==> src/rtl/cpu_defs.sv <==
// rtl/cpu_defs.sv - shared widths, load encodings and MEM-stage field record
// Contents: DATA_W/REG_W widths, LOAD_* 3-bit load-type codes,
//           mem_fields_t (the EX fields latched by the MEM stage).
package cpu_defs;

    localparam int DATA_W = 32;
    localparam int REG_W  = 5;

    localparam logic [2:0] LOAD_W  = 3'b000;
    localparam logic [2:0] LOAD_B  = 3'b001;
    localparam logic [2:0] LOAD_H  = 3'b010;
    localparam logic [2:0] LOAD_BU = 3'b011;
    localparam logic [2:0] LOAD_HU = 3'b100;

    typedef struct packed {
        logic [DATA_W-1:0] pc;
        logic [DATA_W-1:0] alu_result;
        logic              rf_we;
        logic [REG_W-1:0]  rd;
        logic              res_from_dram;
        logic [2:0]        load_op;
        logic              dram_we;
        logic [DATA_W-1:0] dram_waddr;
        logic [DATA_W-1:0] dram_wdata;
    } mem_fields_t;

endpackage

==> src/rtl/load_align.sv <==
// rtl/load_align.sv - combinational load data alignment and extension
// Ports: raw (32-bit read word), offset (byte address bits [1:0]),
//        load_op (LOAD_* code), data (aligned, extended result).
module load_align
    import cpu_defs::*;
(
    input  logic [DATA_W-1:0] raw,
    input  logic [1:0]        offset,
    input  logic [2:0]        load_op,
    output logic [DATA_W-1:0] data
);

    logic [7:0]  byte_sel;
    logic [15:0] half_sel;

    always_comb begin
        byte_sel = raw[7:0];
        case (offset)
            2'd0: byte_sel = raw[7:0];
            2'd1: byte_sel = raw[15:8];
            2'd2: byte_sel = raw[23:16];
            2'd3: byte_sel = raw[31:24];
            default: byte_sel = raw[7:0];
        endcase
    end

    // Halfword loads ignore offset[0]; a misaligned address just picks the enclosing half.
    assign half_sel = offset[1] ? raw[31:16] : raw[15:0];

    always_comb begin
        data = raw;
        case (load_op)
            LOAD_B:  data = {{24{byte_sel[7]}}, byte_sel};
            LOAD_BU: data = {24'd0, byte_sel};
            LOAD_H:  data = {{16{half_sel[15]}}, half_sel};
            LOAD_HU: data = {16'd0, half_sel};
            default: data = raw;
        endcase
    end

endmodule

==> src/rtl/mem_stage.sv <==
// rtl/mem_stage.sv - memory-access pipeline stage between EX and MEM/WB
// Ports: clk/rst (sync, active-high); EX side ex_to_mem_valid/mem_allowin and ex_* fields;
//        dram_rdata (valid in first MEM cycle only); WB side wb_allowin, flush;
//        outputs mem_valid, mem_to_wb_valid, latched mem_* fields, aligned mem_dram_rdata,
//        mem_final_result and the mem_fwd_* forwarding bus.
module mem_stage
    import cpu_defs::*;
(
    input  logic              clk,
    input  logic              rst,
    input  logic              ex_to_mem_valid,
    output logic              mem_allowin,
    input  logic [DATA_W-1:0] ex_pc,
    input  logic [DATA_W-1:0] ex_alu_result,
    input  logic              ex_rf_we,
    input  logic [REG_W-1:0]  ex_rd,
    input  logic              ex_res_from_dram,
    input  logic [2:0]        ex_load_op,
    input  logic              ex_dram_we,
    input  logic [DATA_W-1:0] ex_dram_waddr,
    input  logic [DATA_W-1:0] ex_dram_wdata,
    input  logic [DATA_W-1:0] dram_rdata,
    input  logic              wb_allowin,
    input  logic              flush,
    output logic              mem_valid,
    output logic              mem_to_wb_valid,
    output logic [DATA_W-1:0] mem_pc,
    output logic [DATA_W-1:0] mem_alu_result,
    output logic [REG_W-1:0]  mem_rd,
    output logic              mem_ref_we,
    output logic              mem_res_from_dram,
    output logic              mem_dram_we,
    output logic [DATA_W-1:0] mem_dram_waddr,
    output logic [DATA_W-1:0] mem_dram_wdata,
    output logic [DATA_W-1:0] mem_dram_rdata,
    output logic [DATA_W-1:0] mem_final_result,
    output logic              mem_fwd_we,
    output logic [REG_W-1:0]  mem_fwd_rd,
    output logic [DATA_W-1:0] mem_fwd_data
);

    mem_fields_t       fields;
    logic              first;
    logic              hold_valid;
    logic [DATA_W-1:0] rdata_hold;
    logic [DATA_W-1:0] raw;
    logic              leave;
    logic              latch;

    // The stage always completes in one cycle, so readiness reduces to WB acceptance.
    assign mem_allowin     = !mem_valid | wb_allowin;
    assign leave           = mem_valid & wb_allowin;
    assign latch           = ex_to_mem_valid & mem_allowin & !flush;
    assign mem_to_wb_valid = mem_valid & wb_allowin & !flush;

    always_ff @(posedge clk) begin
        if (rst) begin
            mem_valid  <= 1'b0;
            first      <= 1'b0;
            hold_valid <= 1'b0;
            rdata_hold <= '0;
            fields     <= '0;
        end else begin
            if (flush)
                mem_valid <= 1'b0;
            else if (latch)
                mem_valid <= 1'b1;
            else if (leave)
                mem_valid <= 1'b0;

            first <= latch;

            if (latch) begin
                fields.pc            <= ex_pc;
                fields.alu_result    <= ex_alu_result;
                fields.rf_we         <= ex_rf_we;
                fields.rd            <= ex_rd;
                fields.res_from_dram <= ex_res_from_dram;
                fields.load_op       <= ex_load_op;
                fields.dram_we       <= ex_dram_we;
                fields.dram_waddr    <= ex_dram_waddr;
                fields.dram_wdata    <= ex_dram_wdata;
            end

            // The RAM only presents data in the first MEM cycle; keep it if WB stalls us.
            if (first && !leave)
                rdata_hold <= dram_rdata;

            if (flush || latch)
                hold_valid <= 1'b0;
            else if (first && !leave)
                hold_valid <= 1'b1;
        end
    end

    // Without a captured word the raw data reads as zero, keeping idle outputs quiet.
    assign raw = first ? dram_rdata : (hold_valid ? rdata_hold : '0);

    load_align u_load_align (
        .raw     (raw),
        .offset  (fields.alu_result[1:0]),
        .load_op (fields.load_op),
        .data    (mem_dram_rdata)
    );

    assign mem_pc            = fields.pc;
    assign mem_alu_result    = fields.alu_result;
    assign mem_rd            = fields.rd;
    assign mem_ref_we        = fields.rf_we;
    assign mem_res_from_dram = fields.res_from_dram;
    assign mem_dram_we       = fields.dram_we;
    assign mem_dram_waddr    = fields.dram_waddr;
    assign mem_dram_wdata    = fields.dram_wdata;

    assign mem_final_result = fields.res_from_dram ? mem_dram_rdata : fields.alu_result;
    assign mem_fwd_we       = mem_valid & fields.rf_we & (fields.rd != '0);
    assign mem_fwd_rd       = fields.rd;
    assign mem_fwd_data     = mem_final_result;

endmodule

==> config.mk <==
export PLATFORM = sky130hd
export DESIGN_NAME = mem_stage
export DESIGN_NICKNAME = d
export VERILOG_FILES = /design/src/rtl/cpu_defs.sv /design/src/rtl/load_align.sv /design/src/rtl/mem_stage.sv
export SDC_FILE = /design/constraint.sdc
export NUM_CORES = 1
export LEC_CHECK = 0
export CORE_MARGIN = 2
export CORE_UTILIZATION = 35
export CTS_CLUSTER_SIZE = 8
export DETAILED_ROUTE_END_ITERATION = 12
export GPL_ROUTABILITY_DRIVEN = 0
export GPL_TIMING_DRIVEN = 0
export PLACE_DENSITY = 0.84
export SLEW_MARGIN = 20
export SYNTH_ARGS = -nofsm -noshare
export SYNTH_HDL_FRONTEND = slang
export SYNTH_SLANG_ARGS = --single-unit
export TNS_END_PERCENT = 100
==> constraint.sdc <==
create_clock -name clk -period 2.3 [get_ports clk]
set_clock_uncertainty 0.2 [all_clocks]
set_input_delay 0.345 -clock clk [delete_from_list [all_inputs] [get_ports clk]]
set_output_delay 0.345 -clock clk [all_outputs]
set_load 0.1 [all_outputs]
==> out/summary.md <==
### Run status
• complete, but fails checks — outcome
• negative setup slack — violations in the final reports

### Min path
• register to register — type of the tightest min-delay check
• mem_pc[21]$_SDFFE_PP0P_ — end of the worst hold path
• mem_pc[21]$_SDFFE_PP0P_ — worst hold path startpoint
• 2 — hold-critical path depth

### Global routing
• 9953 — number of global-route vias before repair
• 17 — pin count of the biggest net entering global routing
• 6 — antenna violations before repair
• 54.4 mm — wire length of the first global-routing pass
• 25.8% — GRT Resource Usage Total
• 0 — total grt overflow

### Setup path
• register to primary output — critical path type
• 6 — buffering stage count on the worst path with inverters included
• 10 — critical path depth
• 1750 ps — required time of the critical path
• register — crit start category
• buf_8 -> buf_12 -> buf_12 -> buf_4 -> nor2_1 -> a21oi_2 -> o22a_1 -> a31oi_4 -> buf_12 -> buf_12 — worst-path cell chain
• 8 — Max FO, Critical Path
• 80 ps — worst setup slack for register-to-register paths
• first$_SDFF_PP0_ — Worst R2R Start
• buffers and inverters — dominant delay contributor by cell family on the critical path
• 380 ps — Worst path max stage delay
• primary output — kind of capture point of the worst setup path
• buf_12 — crit-path most repeated cell
• 8 — depth of the worst register-to-register path
• 2620 ps — Arr. time, crit path
• rdata_hold[20]$_SDFFE_PP0P_ — reg2reg end
• dfxtp_4 — cell with the biggest individual delay on the critical path

### Cells and area
• 2093 — Post-Layout Cell Count
• 101% — synthesis-to-layout area growth
• 5300 sq um — area occupied by multi-input gates
• 1755 — fill cell total of the finished layout
• 70.8% — post-layout util
• 18200 sq um — total non-filler cell area in the finished layout
• 34.2% — fraction of layout instances using a drive strength above 1
• 3500 sq um — total area of sequential cells
• 1921 — Final Net Count

### STA
• 97 — number of setup violations in the final report
• 0 — number of hold violations in the final report
• 1040 ps — Tightest Pin Transition
• true — RSZ-0062 raised after global routing
• 30.9% — relative slew slack
• -66280 ps — final sum of negative setup slack
• 255 ps — Final Hold Slack
• 3170 ps — min cycle time layout
• 0.316 GHz — Max Clock Freq
• 0 — number of max-slew violations in the final report
• -867 ps — Worst Setup Slack, final
• 138% — Final Cycle Share

### Power and ir drop
• 0.395 mV — maximum vdd drop
• 563 nW/um^2 — power density cells
• 9.40 nW — static leakage

### Placed design
• 27.5 mm — Detailed Place HPWL
• 1990 — number of placed cells counting well taps
• 416 — PortBufs
• 14700 sq um — dpl cell area

### Drt
• 15.3 mm — wire length the detailed router placed on met1
• 20.1 um — detailed-route wire length per cell
• 3.34 mm — sum of met3 wire segment lengths after detailed routing
• met5 — uppermost routed layer
• 5 — First-pass DRT Iterations
• 21.2 mm — Detail Route met2 WL
• 0 — remaining number of nets flagged by the antenna check after routing
• 0 — detailed-route DRC error count
• 10800 — total vias in the final route
• 42.1 mm — Detailed Route WL
• 5.15 — average vias per placed instance
• 739 — iteration-0 DRC count of the detailed router

### Clocking
• 4 — maximum level of the CTS H-tree
• yes — clock tree from TritonCTS
• 0 — number of buffers inserted for hold repair after clock tree synthesis
• 420 ps — clock latency at the later pin of the worst-skew pair
• 174 — clock sink total
• 17 — cts bufs inserted
• clkbuf_16 — clock root buffer master
• 2 — Max Root-Sink Buffers
• 70 ps — Worst-path clk slew

### Synthesis
• dfxtp_1 — most used flip-flop cell after synthesis
• 48 — post-synthesis cell type count
• 1415 — net count after synthesis
• 9100 sq um — Post-Synthesis Cell Area
• 1239 — count of mapped cells out of synthesis
• 38.3% — share of synthesized area occupied by flip-flops and latches
• 0 — Synth warnings
• 7.34 sq um — Avg Inst Size Synth
• 0 — Post-synth EDFFs
• 0% — post-synthesis async set-or-reset flop share
• 174 — number of flip-flops and latches in the synthesized netlist

### Die
• 165 um — DIE HEIGHT
• 59 — placement row count
• 165 um — Die Width
• 417 — I/O pins
• 35.3% — initial cell density of the core
• 25800 sq um — standard cell core area
• 27300 sq um — die area

### Flow run
• 0 — number of maximum-capacitance constraint violations

[kinds of logic after synthesis]
logic type / Yosys count / share of synthesized area, %
and+or+nand+nor: 493 / 22.9
AOI/OAI and AO/OA: 303 / 19.4
buffers and inverters: 262 / 18.4
DFF: 174 / 38.3
muxes: 7 / 0.867
[power breakdown]
part           leakage, nW  internal, mW  switching [mW]
clock network        0.274          1.58            1.34
registers             1.42          3.14          0.0934
logic                 7.70          1.51            2.61
total                 9.40          6.23            4.04
[layer usage]
metal,up-vias,GRT usage (%)
met5,-,0
met4,4,11.3
met3,172,5.87
met2,589,45.7
met1,5069,29.5
li1,4952,-
[cells in the mapped netlist, types with 2 or more instances]
library cell	number	area share, %
or2b_1	5	0.41
mux2_2	7	0.87
dfxtp_1	174	38
buf_6	3	0.37
a21oi_1	207	11
o22a_1	7	0.67
a41oi_1	9	0.87
a31oi_1	13	0.89
clkbuf_1	64	2.6
buf_1	3	0.12
nand2b_1	7	0.48
or2_2	10	0.69
nand2_1	388	16
o32a_1	9	0.99
nor3_1	2	0.11
o22ai_1	4	0.28
a211oi_1	2	0.17
nand3_1	10	0.55
buf_4	173	14
and2_1	4	0.28
and3b_1	18	1.7
nor2_1	37	1.5
a31oi_2	3	0.41
buf_2	17	0.94
o21ai_1	2	0.11
o21bai_1	9	0.74
o21ai_0	31	1.7
[cells in the final DEF (no fill, tap or decap), types with 17 or more instances in the layout]
cell type / count
clkbuf_16: 19
dfxtp_1: 167
nand2_1: 374
clkdlybuf4s50_1: 175
buf_4: 176
a21oi_1: 180
clkbuf_2: 22
clkbuf_1: 35
a31oi_4: 17
dlymetal6s2s_1: 139
buf_12: 124
nor2_1: 32
buf_6: 43
[timing repair]
item	4_1_cts	5_1_grt
setup endpoints to repair	341	351
pin swaps	28	49
buffers inserted	25	43
cloned	3	3
resized for setup	831	453
[flip-flops by register name, indices dropped and copies added, names as in the netlist, 3 cells and up]
signal	count
mem_dram_wdata	32
mem_dram_waddr	32
mem_fwd_rd	5
mem_pc	32
rdata_hold	32
fields	3
mem_alu_result	32
[through the flow]
stage / total power [mW] / setup WS (ps)
4_1_cts: 9.99 / -886
3_5_place_dp: 6.85 / -2190
2_1_floorplan: 5.90 / -947
6_report: 10.3 / -867
5_1_grt: 10.6 / -898
3_3_place_gp: 6.81 / -2150
[final cells by class]
| type | instances | area share, % |
|---|---|---|
| inverters | 2 | 0.0549 |
| plain buffers | 258 | 12.0 |
| clock inverters | 12 | 0.699 |
| well taps | 335 | 2.30 |
| clock buffers | 18 | 2.47 |
| flip-flops and latches | 174 | 19.2 |
| multi-input cells | 803 | 29.0 |
| diodes | 2 | 0.0274 |
| repair buffers | 489 | 34.2 |
[worst max-delay path by stage]
stage	from	endpoint	slack, ps
6_report	first$_SDFF_PP0_	mem_fwd_data[1]	-870
3_5_place_dp	dram_rdata[7]	mem_fwd_data[14]	-2190
5_1_grt	first$_SDFF_PP0_	mem_fwd_data[1]	-900
2_1_floorplan	first$_SDFF_PP0_	mem_fwd_data[15]	-950
3_3_place_gp	dram_rdata[7]	mem_fwd_data[14]	-2150
4_1_cts	fields[66]$_SDFFE_PP0P_	mem_fwd_data[21]	-890
[worst register-to-register path: cells and delay by family, from the launching register on]
kind                   cells  cell delay [ps]
buffers and inverters      5             1030
and+or+nand+nor            2              340
DFF                        1              380
AOI/OAI and AO/OA          1              200
(Power assumes the default switching activity.)
